<file path="config.mk">
export PLATFORM = sky130hd
export DESIGN_NAME = mdsp_x_feeder_flat
export DESIGN_NICKNAME = d
export VERILOG_FILES = /design/src/rtl/mdsp_pkg.sv /design/src/rtl/mdsp_x_feeder_if.sv /design/src/rtl/mdsp_sync_fifo.sv /design/src/rtl/mdsp_x_feeder.sv /design/src/flat_wrapper.sv
export SDC_FILE = /design/constraint.sdc
export NUM_CORES = 1
export LEC_CHECK = 0
export CORE_MARGIN = 2
export CORE_UTILIZATION = 45
export DETAILED_ROUTE_END_ITERATION = 10
export PLACE_DENSITY = 0.68
export SKIP_LAST_GASP = 1
export SLEW_MARGIN = 15
export SYNTH_ARGS = -nofsm -noshare
export SYNTH_HDL_FRONTEND = slang
export SYNTH_SLANG_ARGS = --single-unit
export TNS_END_PERCENT = 100
</file>
<file path="constraint.sdc">
create_clock -name clk_i -period 3.3 [get_ports clk_i]
set_input_delay 0.66 -clock clk_i [delete_from_list [all_inputs] [get_ports clk_i]]
set_output_delay 0.66 -clock clk_i [all_outputs]
set_load 0.01 [all_outputs]
</file>
<file path="src/rtl/mdsp_pkg.sv">
// rtl/mdsp_pkg.sv - shared mdsp core constants and sample type
package mdsp_pkg;

  // Native sample width of the mdsp datapath (x_i / x_o).
  localparam int c_mdsp_data_width = 24;

  typedef logic signed [c_mdsp_data_width-1:0] mdsp_sample_t;

endpackage

</file>
<file path="src/rtl/mdsp_x_feeder_if.sv">
// rtl/mdsp_x_feeder_if.sv - sample input stream and mdsp pull handshake bundle
//
// s_valid_i / s_data_i : free-running sample strobe and signed sample from acquisition
// x_req_i              : sample request from the mdsp core
// x_valid_o / x_o      : registered response strobe and signed sample to the core
// master modport: environment side (acquisition + core); slave modport: feeder.
interface mdsp_x_feeder_if
  import mdsp_pkg::*;
#(
  parameter int g_data_width = c_mdsp_data_width,
  parameter int g_in_width   = 16
) ();

  logic                           s_valid_i;
  logic signed [g_in_width-1:0]   s_data_i;
  logic                           x_req_i;
  logic                           x_valid_o;
  logic signed [g_data_width-1:0] x_o;

  modport master (
    output s_valid_i, s_data_i, x_req_i,
    input  x_valid_o, x_o
  );

  modport slave (
    input  s_valid_i, s_data_i, x_req_i,
    output x_valid_o, x_o
  );

endinterface

</file>
<file path="src/rtl/mdsp_sync_fifo.sv">
// rtl/mdsp_sync_fifo.sv - generic single-clock FIFO with registered read port
//
// clk, rst : clock, synchronous active-high reset
// push     : write request; accepted when not full, or when full with an accepted pop
// wr_data  : data written on an accepted push
// pop      : read request; accepted when not empty
// rd_data  : registered read port; loads the head on an accepted pop, else holds
// full, empty, count : occupancy status (count is 0..g_depth)
module mdsp_sync_fifo #(
  parameter int g_width = 24,
  parameter int g_depth = 16
) (
  input  logic                     clk,
  input  logic                     rst,
  input  logic                     push,
  input  logic [g_width-1:0]       wr_data,
  input  logic                     pop,
  output logic [g_width-1:0]       rd_data,
  output logic                     full,
  output logic                     empty,
  output logic [$clog2(g_depth):0] count
);

  localparam int c_aw = $clog2(g_depth);

  logic [g_width-1:0] mem [g_depth];
  logic [c_aw:0]      wr_ptr;
  logic [c_aw:0]      rd_ptr;
  logic               push_ok;
  logic               pop_ok;

  // Extra pointer MSB distinguishes full from empty when the index bits match.
  assign empty = (wr_ptr == rd_ptr);
  assign full  = (wr_ptr[c_aw] != rd_ptr[c_aw]) &&
                 (wr_ptr[c_aw-1:0] == rd_ptr[c_aw-1:0]);
  assign count = wr_ptr - rd_ptr;

  assign pop_ok  = pop && !empty;
  // When full, the simultaneous pop frees the head slot, which is exactly the
  // slot being written; the read below still sees the old head value.
  assign push_ok = push && (!full || pop_ok);

  always_ff @(posedge clk) begin
    if (push_ok && !rst) begin
      mem[wr_ptr[c_aw-1:0]] <= wr_data;
    end
  end

  always_ff @(posedge clk) begin
    if (rst) begin
      wr_ptr  <= '0;
      rd_ptr  <= '0;
      rd_data <= '0;
    end else begin
      if (push_ok) begin
        wr_ptr <= wr_ptr + (c_aw+1)'(1);
      end
      if (pop_ok) begin
        rd_ptr  <= rd_ptr + (c_aw+1)'(1);
        rd_data <= mem[rd_ptr[c_aw-1:0]];
      end
    end
  end

endmodule

</file>
<file path="src/rtl/mdsp_x_feeder.sv">
// rtl/mdsp_x_feeder.sv - buffered sample feeder for the mdsp core x input
//
// clk_i, rst_i : clock, synchronous active-high reset
// bus          : sample stream in, x_req/x_valid/x pull handshake out (slave side)
// clr_i        : clears both event counters and both sticky flags
// level_o      : FIFO occupancy
// ovf_cnt_o    : saturating count of samples dropped on a full FIFO
// unf_cnt_o    : saturating count of requests served from the hold value
// ovf_o, unf_o : sticky overflow / underrun flags
module mdsp_x_feeder
  import mdsp_pkg::*;
#(
  parameter int g_data_width = c_mdsp_data_width,
  parameter int g_in_width   = 16,
  parameter int g_fifo_depth = 16,
  parameter int g_cnt_width  = 16
) (
  input  logic                          clk_i,
  input  logic                          rst_i,
  mdsp_x_feeder_if.slave                bus,
  input  logic                          clr_i,
  output logic [$clog2(g_fifo_depth):0] level_o,
  output logic [g_cnt_width-1:0]        ovf_cnt_o,
  output logic [g_cnt_width-1:0]        unf_cnt_o,
  output logic                          ovf_o,
  output logic                          unf_o
);

  logic [g_data_width-1:0] wr_sample;
  logic [g_data_width-1:0] hold_q;
  logic                    fifo_full;
  logic                    fifo_empty;
  logic                    ovf_evt;
  logic                    unf_evt;

  assign wr_sample = g_data_width'($signed(bus.s_data_i));

  // The FIFO's registered read port doubles as the hold register: it only
  // changes on a real pop, so an underrun re-presents the last sample.
  mdsp_sync_fifo #(
    .g_width (g_data_width),
    .g_depth (g_fifo_depth)
  ) u_fifo (
    .clk     (clk_i),
    .rst     (rst_i),
    .push    (bus.s_valid_i),
    .wr_data (wr_sample),
    .pop     (bus.x_req_i),
    .rd_data (hold_q),
    .full    (fifo_full),
    .empty   (fifo_empty),
    .count   (level_o)
  );

  assign bus.x_o = hold_q;

  // A full FIFO is never empty, so a request in the same cycle always pops
  // and makes room; only a write without a request is dropped.
  assign ovf_evt = bus.s_valid_i && fifo_full && !bus.x_req_i;
  // Empty is the pre-write state: a same-cycle write does not bypass.
  assign unf_evt = bus.x_req_i && fifo_empty;

  always_ff @(posedge clk_i) begin
    if (rst_i) begin
      bus.x_valid_o <= 1'b0;
    end else begin
      bus.x_valid_o <= bus.x_req_i;
    end
  end

  always_ff @(posedge clk_i) begin
    if (rst_i || clr_i) begin
      ovf_cnt_o <= '0;
      unf_cnt_o <= '0;
      ovf_o     <= 1'b0;
      unf_o     <= 1'b0;
    end else begin
      if (ovf_evt) begin
        ovf_o <= 1'b1;
        if (ovf_cnt_o != '1) begin
          ovf_cnt_o <= ovf_cnt_o + g_cnt_width'(1);
        end
      end
      if (unf_evt) begin
        unf_o <= 1'b1;
        if (unf_cnt_o != '1) begin
          unf_cnt_o <= unf_cnt_o + g_cnt_width'(1);
        end
      end
    end
  end

endmodule

</file>
<file path="src/flat_wrapper.sv">
// flat-port wrapper written by rule: the top's interface ports become plain ports
module mdsp_x_feeder_flat import mdsp_pkg::*;
#(
  parameter int g_data_width = c_mdsp_data_width,
  parameter int g_in_width   = 16,
  parameter int g_fifo_depth = 16,
  parameter int g_cnt_width  = 16
)
  (clk_i, rst_i, clr_i, level_o, ovf_cnt_o, unf_cnt_o, ovf_o, unf_o, bus_s_valid_i, bus_s_data_i, bus_x_req_i, bus_x_valid_o, bus_x_o);
  mdsp_x_feeder_if #(.g_data_width(g_data_width), .g_in_width(g_in_width)) bus_i ();
  input  logic clk_i;
  input  logic rst_i;
  input  logic clr_i;
  output logic [$clog2(g_fifo_depth):0] level_o;
  output logic [g_cnt_width-1:0] ovf_cnt_o;
  output logic [g_cnt_width-1:0] unf_cnt_o;
  output logic ovf_o;
  output logic unf_o;
  input wire logic [$bits(bus_i.s_valid_i)-1:0] bus_s_valid_i;
  input wire logic [$bits(bus_i.s_data_i)-1:0] bus_s_data_i;
  input wire logic [$bits(bus_i.x_req_i)-1:0] bus_x_req_i;
  output wire logic [$bits(bus_i.x_valid_o)-1:0] bus_x_valid_o;
  output wire logic [$bits(bus_i.x_o)-1:0] bus_x_o;
  assign bus_i.s_valid_i = bus_s_valid_i;
  assign bus_i.s_data_i = bus_s_data_i;
  assign bus_i.x_req_i = bus_x_req_i;
  assign bus_x_valid_o = bus_i.x_valid_o;
  assign bus_x_o = bus_i.x_o;
  mdsp_x_feeder #(.g_data_width(g_data_width), .g_in_width(g_in_width), .g_fifo_depth(g_fifo_depth), .g_cnt_width(g_cnt_width)) u_core (.clk_i(clk_i), .rst_i(rst_i), .bus(bus_i), .clr_i(clr_i), .level_o(level_o), .ovf_cnt_o(ovf_cnt_o), .unf_cnt_o(unf_cnt_o), .ovf_o(ovf_o), .unf_o(unf_o));
endmodule
</file>
==> out/results.ini, run 1 <==
[sta]
setup_viol=0
hold_viol_final=0
fmax_mhz=325.6
rsz0062_at_grt=false
fin_crit_ps=3072
period_share_pct=93.08
drv_slew=0
worst_pin_slew_ps=1082
holdWs_ps=473.5
worst_slew_margin_rel_pct=27.59
skew_ps=11.10

[critical_path]
critPathSlowestCell=clkdlybuf4s50_1
crit_path_end_kind=output port
critPathBufInv=2
cp_slowest_stage_delay_ps=580
start_kind=flop
r2r_slack_ps=520
arrival_ps=2410
worstPathCellList=inv_1 -> ha_1 -> fa_1 -> xnor2_1 -> clkdlybuf4s50_1
crit_path_max_fanout=5
cp_top_family=buffers and inverters
crit_required_ps=2640
critPathKind=reg -> out

[floorplan]
design.core.area_um2=27930
initial_utilization_pct=45.84
die_area_um2=29820
die_w_um=172.7
row_count=61
io_pins=85
die-height_um=172.7

[synthesis]
seq_area_frac_synth_pct=69.57
postSynthAreaPerCell_um2=16.09
yosys_warnings=0
synth-main-ff-cell=edfxtp_1
synth.cell_area_um2=12800
ys_types=56
synth_edf_count=256
syn_nets=829
synth_seq_cells=317
netlist_instances=796
async_flop_share_pct=0

[route]
wl_um=27200
drtAntennaViolNets=0
vias_per_cell=5.544
drt-pass1-iter-count=5
wl_per_cell_um=20.76
num_vias=7263
drtIter0Drc=601
drc=0

[placed_design]
place.port_buffers=84
gp_congestion=0.7682
placed_cells=1249
hpwl_um=17140

[global_routing]
groute.usage.overall_pct=18.36
antenna_found_initial=0
grt_pass1_vias=7349
grt_max_degree=46
grt_pass1_wl_um=42510
grt_overflow=0

[cts]
cts-resized-gates=1
cts_tree=built
post_cts_buffers=0
path_clk_slew_ps=60
htreeDepth=2
ctsHoldBuffers=0
insertion_delay_ps=500
cts_buffers=34
root_buffer=clkbuf_16
cts.sinks=317
clock_path_buffers=3

[cells_and_area]
multiInputGateArea_um2=3601
final_cells=1310
area_delta_synth_final_pct=19.07
layout.nets=940
n_fill_cell=2232
layout_commonest_cell=edfxtp_1
seq_area_um2=8917
diodes=0
final_layout_size_suffix_gt1_share_pct=18.67
layout_common_cells=256 x edfxtp_1, 83 x clkdlybuf4s50_1, 69 x nor2_1, 58 x dfxtp_1, 48 x mux4_2

[power_and_ir_drop]
peakVddDrop_mv=0.4397
p_leak_uw=0.004841
power_density_nw_per_um2=598.7

[outcome]
status=finished, final reports clean

[run]
drv_cap=0

[min_path]
hold_class=reg -> reg

-- state kept, by name (all words and copies together), names as in the netlist --
register and count:
u_core.unf_o 1, u_core.u_fifo.rd_ptr 5, u_core.u_fifo.rd_data 16, u_core.u_fifo.wr_ptr 5, u_core.bus.x_valid_o 1, u_core.unf_cnt_o 16, u_core.ovf_o 1, u_core.u_fifo.mem 256
u_core.ovf_cnt_o 16
-- tightest hold or removal path, stage by stage, from the launching register on --
cell and delay [ps]:
dfxtp_1 330, nor2_1 50, nor2_1 60
-- cell families after synthesis --
logic type | after synthesis | share of synthesized area [%]
muxes | 83 | 11.18
and+or+nand+nor | 197 | 7.583
buffers and inverters | 65 | 2.628
xor gates and xnor gates | 34 | 2.384
AOI/OAI and AO/OA | 88 | 5.423
DFF | 317 | 69.57
adders and majority gates | 12 | 1.231
-- report_power, final --
group          internal (uW)  total (uW)  switching (uW)  leakage, uW
Clock                   2040        3510            1480     0.000499
Combinational            568        1170             606      0.00154
Sequential              4400        4440            45.8      0.00280
Total                   7000        9130            2130      0.00484
-- cell usage after synthesis (2+ instances only) --
library cell | n | area share, %
a21o_1 | 3 | 0.18
and3_1 | 8 | 0.39
and2_1 | 2 | 0.098
ha_1 | 11 | 1.1
o21a_1 | 2 | 0.12
nand3_1 | 14 | 0.55
nor2_1 | 81 | 2.4
buf_2 | 20 | 0.78
o221ai_1 | 16 | 1.1
inv_1 | 13 | 0.38
buf_6 | 2 | 0.18
buf_1 | 3 | 0.088
nand3b_1 | 2 | 0.12
a211oi_1 | 22 | 1.3
dfxtp_1 | 61 | 9.5
clkbuf_1 | 12 | 0.35
mux2i_1 | 35 | 2.7
nand2b_1 | 4 | 0.20
a31oi_1 | 2 | 0.098
nand2_1 | 41 | 1.2
xnor2_1 | 21 | 1.4
nor3_1 | 18 | 0.70
xor2_1 | 12 | 0.82
a41o_1 | 2 | 0.16
nand4_1 | 7 | 0.34
a31o_2 | 3 | 0.21
a21oi_1 | 25 | 0.98
a2111oi_4 | 2 | 0.43
edfxtp_1 | 256 | 60
mux4_2 | 48 | 8.4
and4_1 | 6 | 0.41
o211ai_1 | 5 | 0.29
buf_4 | 14 | 0.82
-- path summary, 6_finish.rpt --
path / to / cells past startpoint / start
worst max register to register: u_core.u_fifo.mem[1][9]$_DFFE_PP_ / 7 / u_core.u_fifo.wr_ptr[0]$_SDFFE_PP0P_
worst max-delay path: level_o[2] / 5 / u_core.u_fifo.wr_ptr[0]$_SDFFE_PP0P_
worst min register to register: u_core.unf_o$_SDFFE_PP0P_ / 2 / u_core.unf_o$_SDFFE_PP0P_
worst min-delay path: u_core.unf_o$_SDFFE_PP0P_ / 2 / u_core.unf_o$_SDFFE_PP0P_
-- per-layer routing --
metal	part of all wire, %	global-route usage (%)	up-vias
met4	2.2	5.367	0
met5	0	0	-
met1	43	25.37	3661
met2	48	30.02	255
li1	-	-	3299
met3	7.0	3.320	48
-- area by class of cell --
type	count	area share [%]
sequential	317	58.49
multi-input combinational	414	23.62
timing repair buffer	126	7.681
clock buffer	40	5.933
tap	378	3.102
clock inverter	21	0.8370
inverter	14	0.3447
-- through the flow --
step | setup TNS (ps) | cell area, um^2 | utilization [%] | total power (uW) | setup WS (ps)
2_1_floorplan | -11430 | 12800 | - | 5292 | -178.7
3_3_place_gp | 0 | 14210 | 50.87 | 5700 | 398.1
3_5_place_dp | 0 | 14210 | 50.87 | 5713 | 371.4
4_1_cts | 0 | 15240 | 54.57 | 9228 | 45.55
5_1_grt | 0 | 15250 | 54.58 | 9494 | 102.1
6_report | 0 | 15250 | 54.58 | 9128 | 228.4
(Power assumes the default switching activity.)
==> run 2: changes to the inputs <==
--- a/config.mk
+++ b/config.mk
@@ -7,11 +7,13 @@
 export LEC_CHECK = 0
 export CORE_MARGIN = 2
 export CORE_UTILIZATION = 45
+export CTS_CLUSTER_SIZE = 12
 export DETAILED_ROUTE_END_ITERATION = 10
-export PLACE_DENSITY = 0.68
+export PLACE_DENSITY = 0.67
 export SKIP_LAST_GASP = 1
 export SLEW_MARGIN = 15
 export SYNTH_ARGS = -nofsm -noshare
 export SYNTH_HDL_FRONTEND = slang
+export SYNTH_HIERARCHICAL = 1
 export SYNTH_SLANG_ARGS = --single-unit
 export TNS_END_PERCENT = 100
==> run 2 against run 1 <==
Largest cell class unchanged. Worst hold slack better by 2.9 ps. Synthesized cell count is 41% higher. Register-to-register slack lost 100 ps. Sequential cell count is 136 higher. Non-clock buffer count is 2 higher. Maximum frequency is 0.71% lower. Clock power increased by 48%. Die area is 42% higher. Via count up 42%. Largest power group unchanged. Critical endpoint unchanged. Clock skew shrank 1.8 ps. Sequential share of layout area up 1.3 points. Clock-buffer cell count is 40 higher.
==> out/results.ini, run 2 <==
[synthesis]
synth_mux_area_share_pct=11.27
synthAdderAreaFrac_pct=0.8617
yosys-top-cells-count=384 x edfxtp_1, 152 x mux2i_1, 69 x dfxtp_1
synth-main-ff-cell=edfxtp_1
synthMostInstantiatedCell=edfxtp_1
yosys.area_share.simple_pct=6.436
syn_nets=1152
synth.cell_area_um2=18300
synth_largest_area_cell=edfxtp_1
synth_top_family_by_area=multiplexers
ys_types=70
async_flop_share_pct=0
netlist_instances=1119
synthXorXnorAreaFrac_pct=0.5608
synth.area.top_cells=edfxtp_1 63%, mux2i_1 8.3%, dfxtp_1 7.6%
postSynthAreaPerCell_um2=16.35
synth_seq_cells=453
seq_area_frac_synth_pct=70.58
synth_edf_count=384
yosys_warnings=6
synth_top_area_share_pct=63.03
synth_compound_area_share_pct=8.159

[sta]
hold_viol_final=0
fin_crit_ps=3094
fmax_mhz=323.3
worst_slew_margin_rel_pct=41.16
period_share_pct=93.74
worst_pin_slew_ps=875.9
setup_viol=0
drv_slew=0
rsz0062_at_grt=false
fin_tns_setup_ps=0
skew_ps=9.288

[cells_and_area]
utilization_pct=54.16
n_fill_cell=3128
seq_area_um2=12920
layout.nets=1267
area_delta_synth_final_pct=18.16
multiInputGateArea_um2=5072
layout_common_cells=384 x edfxtp_1, 152 x mux2i_1, 81 x clkdlybuf4s50_1, 66 x dfxtp_1, 49 x clkbuf_16
layout_commonest_cell=edfxtp_1
diodes=0
final_layout_size_suffix_gt1_share_pct=18.25
largest_register_ff_count=384

[critical_path]
cp_slowest_stage_delay_ps=550
r2r_slack_ps=420
r2r-end=u_core/u_fifo/mem[1][11]$_DFFE_PP_
crit_required_ps=2640
worstPathCellList=inv_1 -> ha_1 -> fa_1 -> xnor2_1 -> clkdlybuf4s50_1
crit_path_max_fanout=4
rr_startpoint=u_core/u_fifo/wr_ptr[3]$_SDFFE_PP0P_
start_kind=flop
arrival_ps=2430
worstRegToRegCells=7
critPathSlowestCell=clkdlybuf4s50_1
crit_path_end_kind=output port
critPathKind=reg -> out

[power_and_ir_drop]
p_leak_uw=0.006554
power_density_nw_per_um2=609.6
peakVddDrop_mv=0.4891

[floorplan]
io_pins=85
design.core.area_um2=39910
row_count=73
initial_utilization_pct=45.84
die_w_um=205.6
die-height_um=205.6
die_area_um2=42280

[placed_design]
place.port_buffers=84
hpwl_um=23140
gp_congestion=0.8292

[route]
wl_um=39450
dr_wl_met3_um=2175
wl_met1_um=18070
wl_per_cell_um=21.96
drc=0
num_vias=10280
drtAntennaViolNets=0
drt-pass1-iter-count=5
vias_per_cell=5.724
top_layer_used=met4
drtIter0Drc=830
wl_met2_um=18190

[global_routing]
grt_pass1_vias=10080
grt_pass1_wl_um=59890
antenna_found_initial=0
grt_overflow=0
groute.usage.overall_pct=18.77
grt_max_degree=78

[cts]
path_clk_slew_ps=60
cts_buffers=47
cts.sinks=453
root_buffer=clkbuf_16
post_cts_buffers=0
cts_tree=built
clock_path_buffers=3
ctsHoldBuffers=0
htreeDepth=2
insertion_delay_ps=550
cts-resized-gates=1

[min_path]
min_from=u_core/ovf_o$_SDFFE_PP0P_
holdPathEnd=u_core/ovf_o$_SDFFE_PP0P_
worstHoldPathCells=2
hold_class=reg -> reg

[run]
drv_cap=0

[outcome]
status=finished, final reports clean

run 2: changes by cell type after synthesis, moves of 18 or more:
cell      delta
a211oi_1    -18
edfxtp_1   +128
mux2i_1    +117
o21ai_0     +26
mux4_2      -24
a211oi_2    +19
a221oi_1    +24
o22ai_1     +28
o22ai_2     +20
nor2_1      -26
run 2: worst max path at each step:
stage                                                     from                                 end  cells past startpoint
final                     u_core/u_fifo/wr_ptr[0]$_SDFFE_PP0P_                          level_o[2]                      5
after global routing      u_core/u_fifo/wr_ptr[0]$_SDFFE_PP0P_                          level_o[2]                      5
after CTS                 u_core/u_fifo/wr_ptr[0]$_SDFFE_PP0P_                          level_o[2]                      5
after detailed placement  u_core/u_fifo/wr_ptr[3]$_SDFFE_PP0P_  u_core/u_fifo/mem[1][11]$_DFFE_PP_                      7
after global placement    u_core/u_fifo/wr_ptr[3]$_SDFFE_PP0P_   u_core/u_fifo/mem[1][7]$_DFFE_PP_                      7
after floorplan           u_core/u_fifo/rd_ptr[3]$_SDFFE_PP0P_  u_core/u_fifo/mem[12][0]$_DFFE_PP_                      8
run 2: power by group:
part / internal (uW) / total (uW) / switching, uW
clock network: 3110 / 5210 / 2100
registers: 6320 / 6410 / 91.8
logic: 654 / 1560 / 906
total: 10100 / 13200 / 3100
run 2: final cells by class:
| class | count | share of cell area, % |
|---|---|---|
| Multi-Input combinational cell | 591 | 23.46 |
| Tap cell | 525 | 3.039 |
| Sequential cell | 453 | 59.78 |
| Inverter | 13 | 0.2257 |
| Clock buffer | 80 | 6.818 |
| Timing Repair Buffer | 128 | 6.361 |
| Clock inverter | 6 | 0.3125 |
run 2: per-layer routing:
layer  global-route usage [%]  up-vias
met5                        0        -
li1                         -     4705
met2                    29.94      310
met3                    3.183       61
met4                    6.038        0
met1                    26.33     5204
run 2: worst max-delay path, delay by kind of cell, from the launching register on:
kind | cells | cell delay, ps
buf+inv | 2 | 680
xor+xnor | 1 | 170
flops | 1 | 390
fa+ha+maj | 2 | 650
run 2: cells by family after synthesis:
kind of cell	count (synthesis)
flops	453
fa+ha+maj	12
simple gates	205
compound gates	188
xor+xnor	10
buf+inv	75
mux	176
run 2: per-stage QoR:
step / worst slack, ps / hold slack (ps) / power (uW) / instance area [um^2] / std cells
finish: 206.4 / 476.5 / 13180 / 21620 / 1796
global route: 114.6 / 529.4 / 13650 / 21620 / 1796
CTS: 175.7 / 485.2 / 13290 / 21620 / 1796
detailed placement: 465.5 / 471.5 / 8094 / 20080 / 1710
global placement: 557.7 / 467.3 / 8079 / 20080 / 1710
floorplan: -331.8 / 497.5 / 7454 / 18320 / 1119
==> run 3: changes to the inputs <==
--- a/config.mk
+++ b/config.mk
@@ -16,4 +16,3 @@
 export SYNTH_HDL_FRONTEND = slang
 export SYNTH_HIERARCHICAL = 1
 export SYNTH_SLANG_ARGS = --single-unit
-export TNS_END_PERCENT = 100
==> results of run 3 <==
Final layout, timing and power as in run 2 (identical DEF).
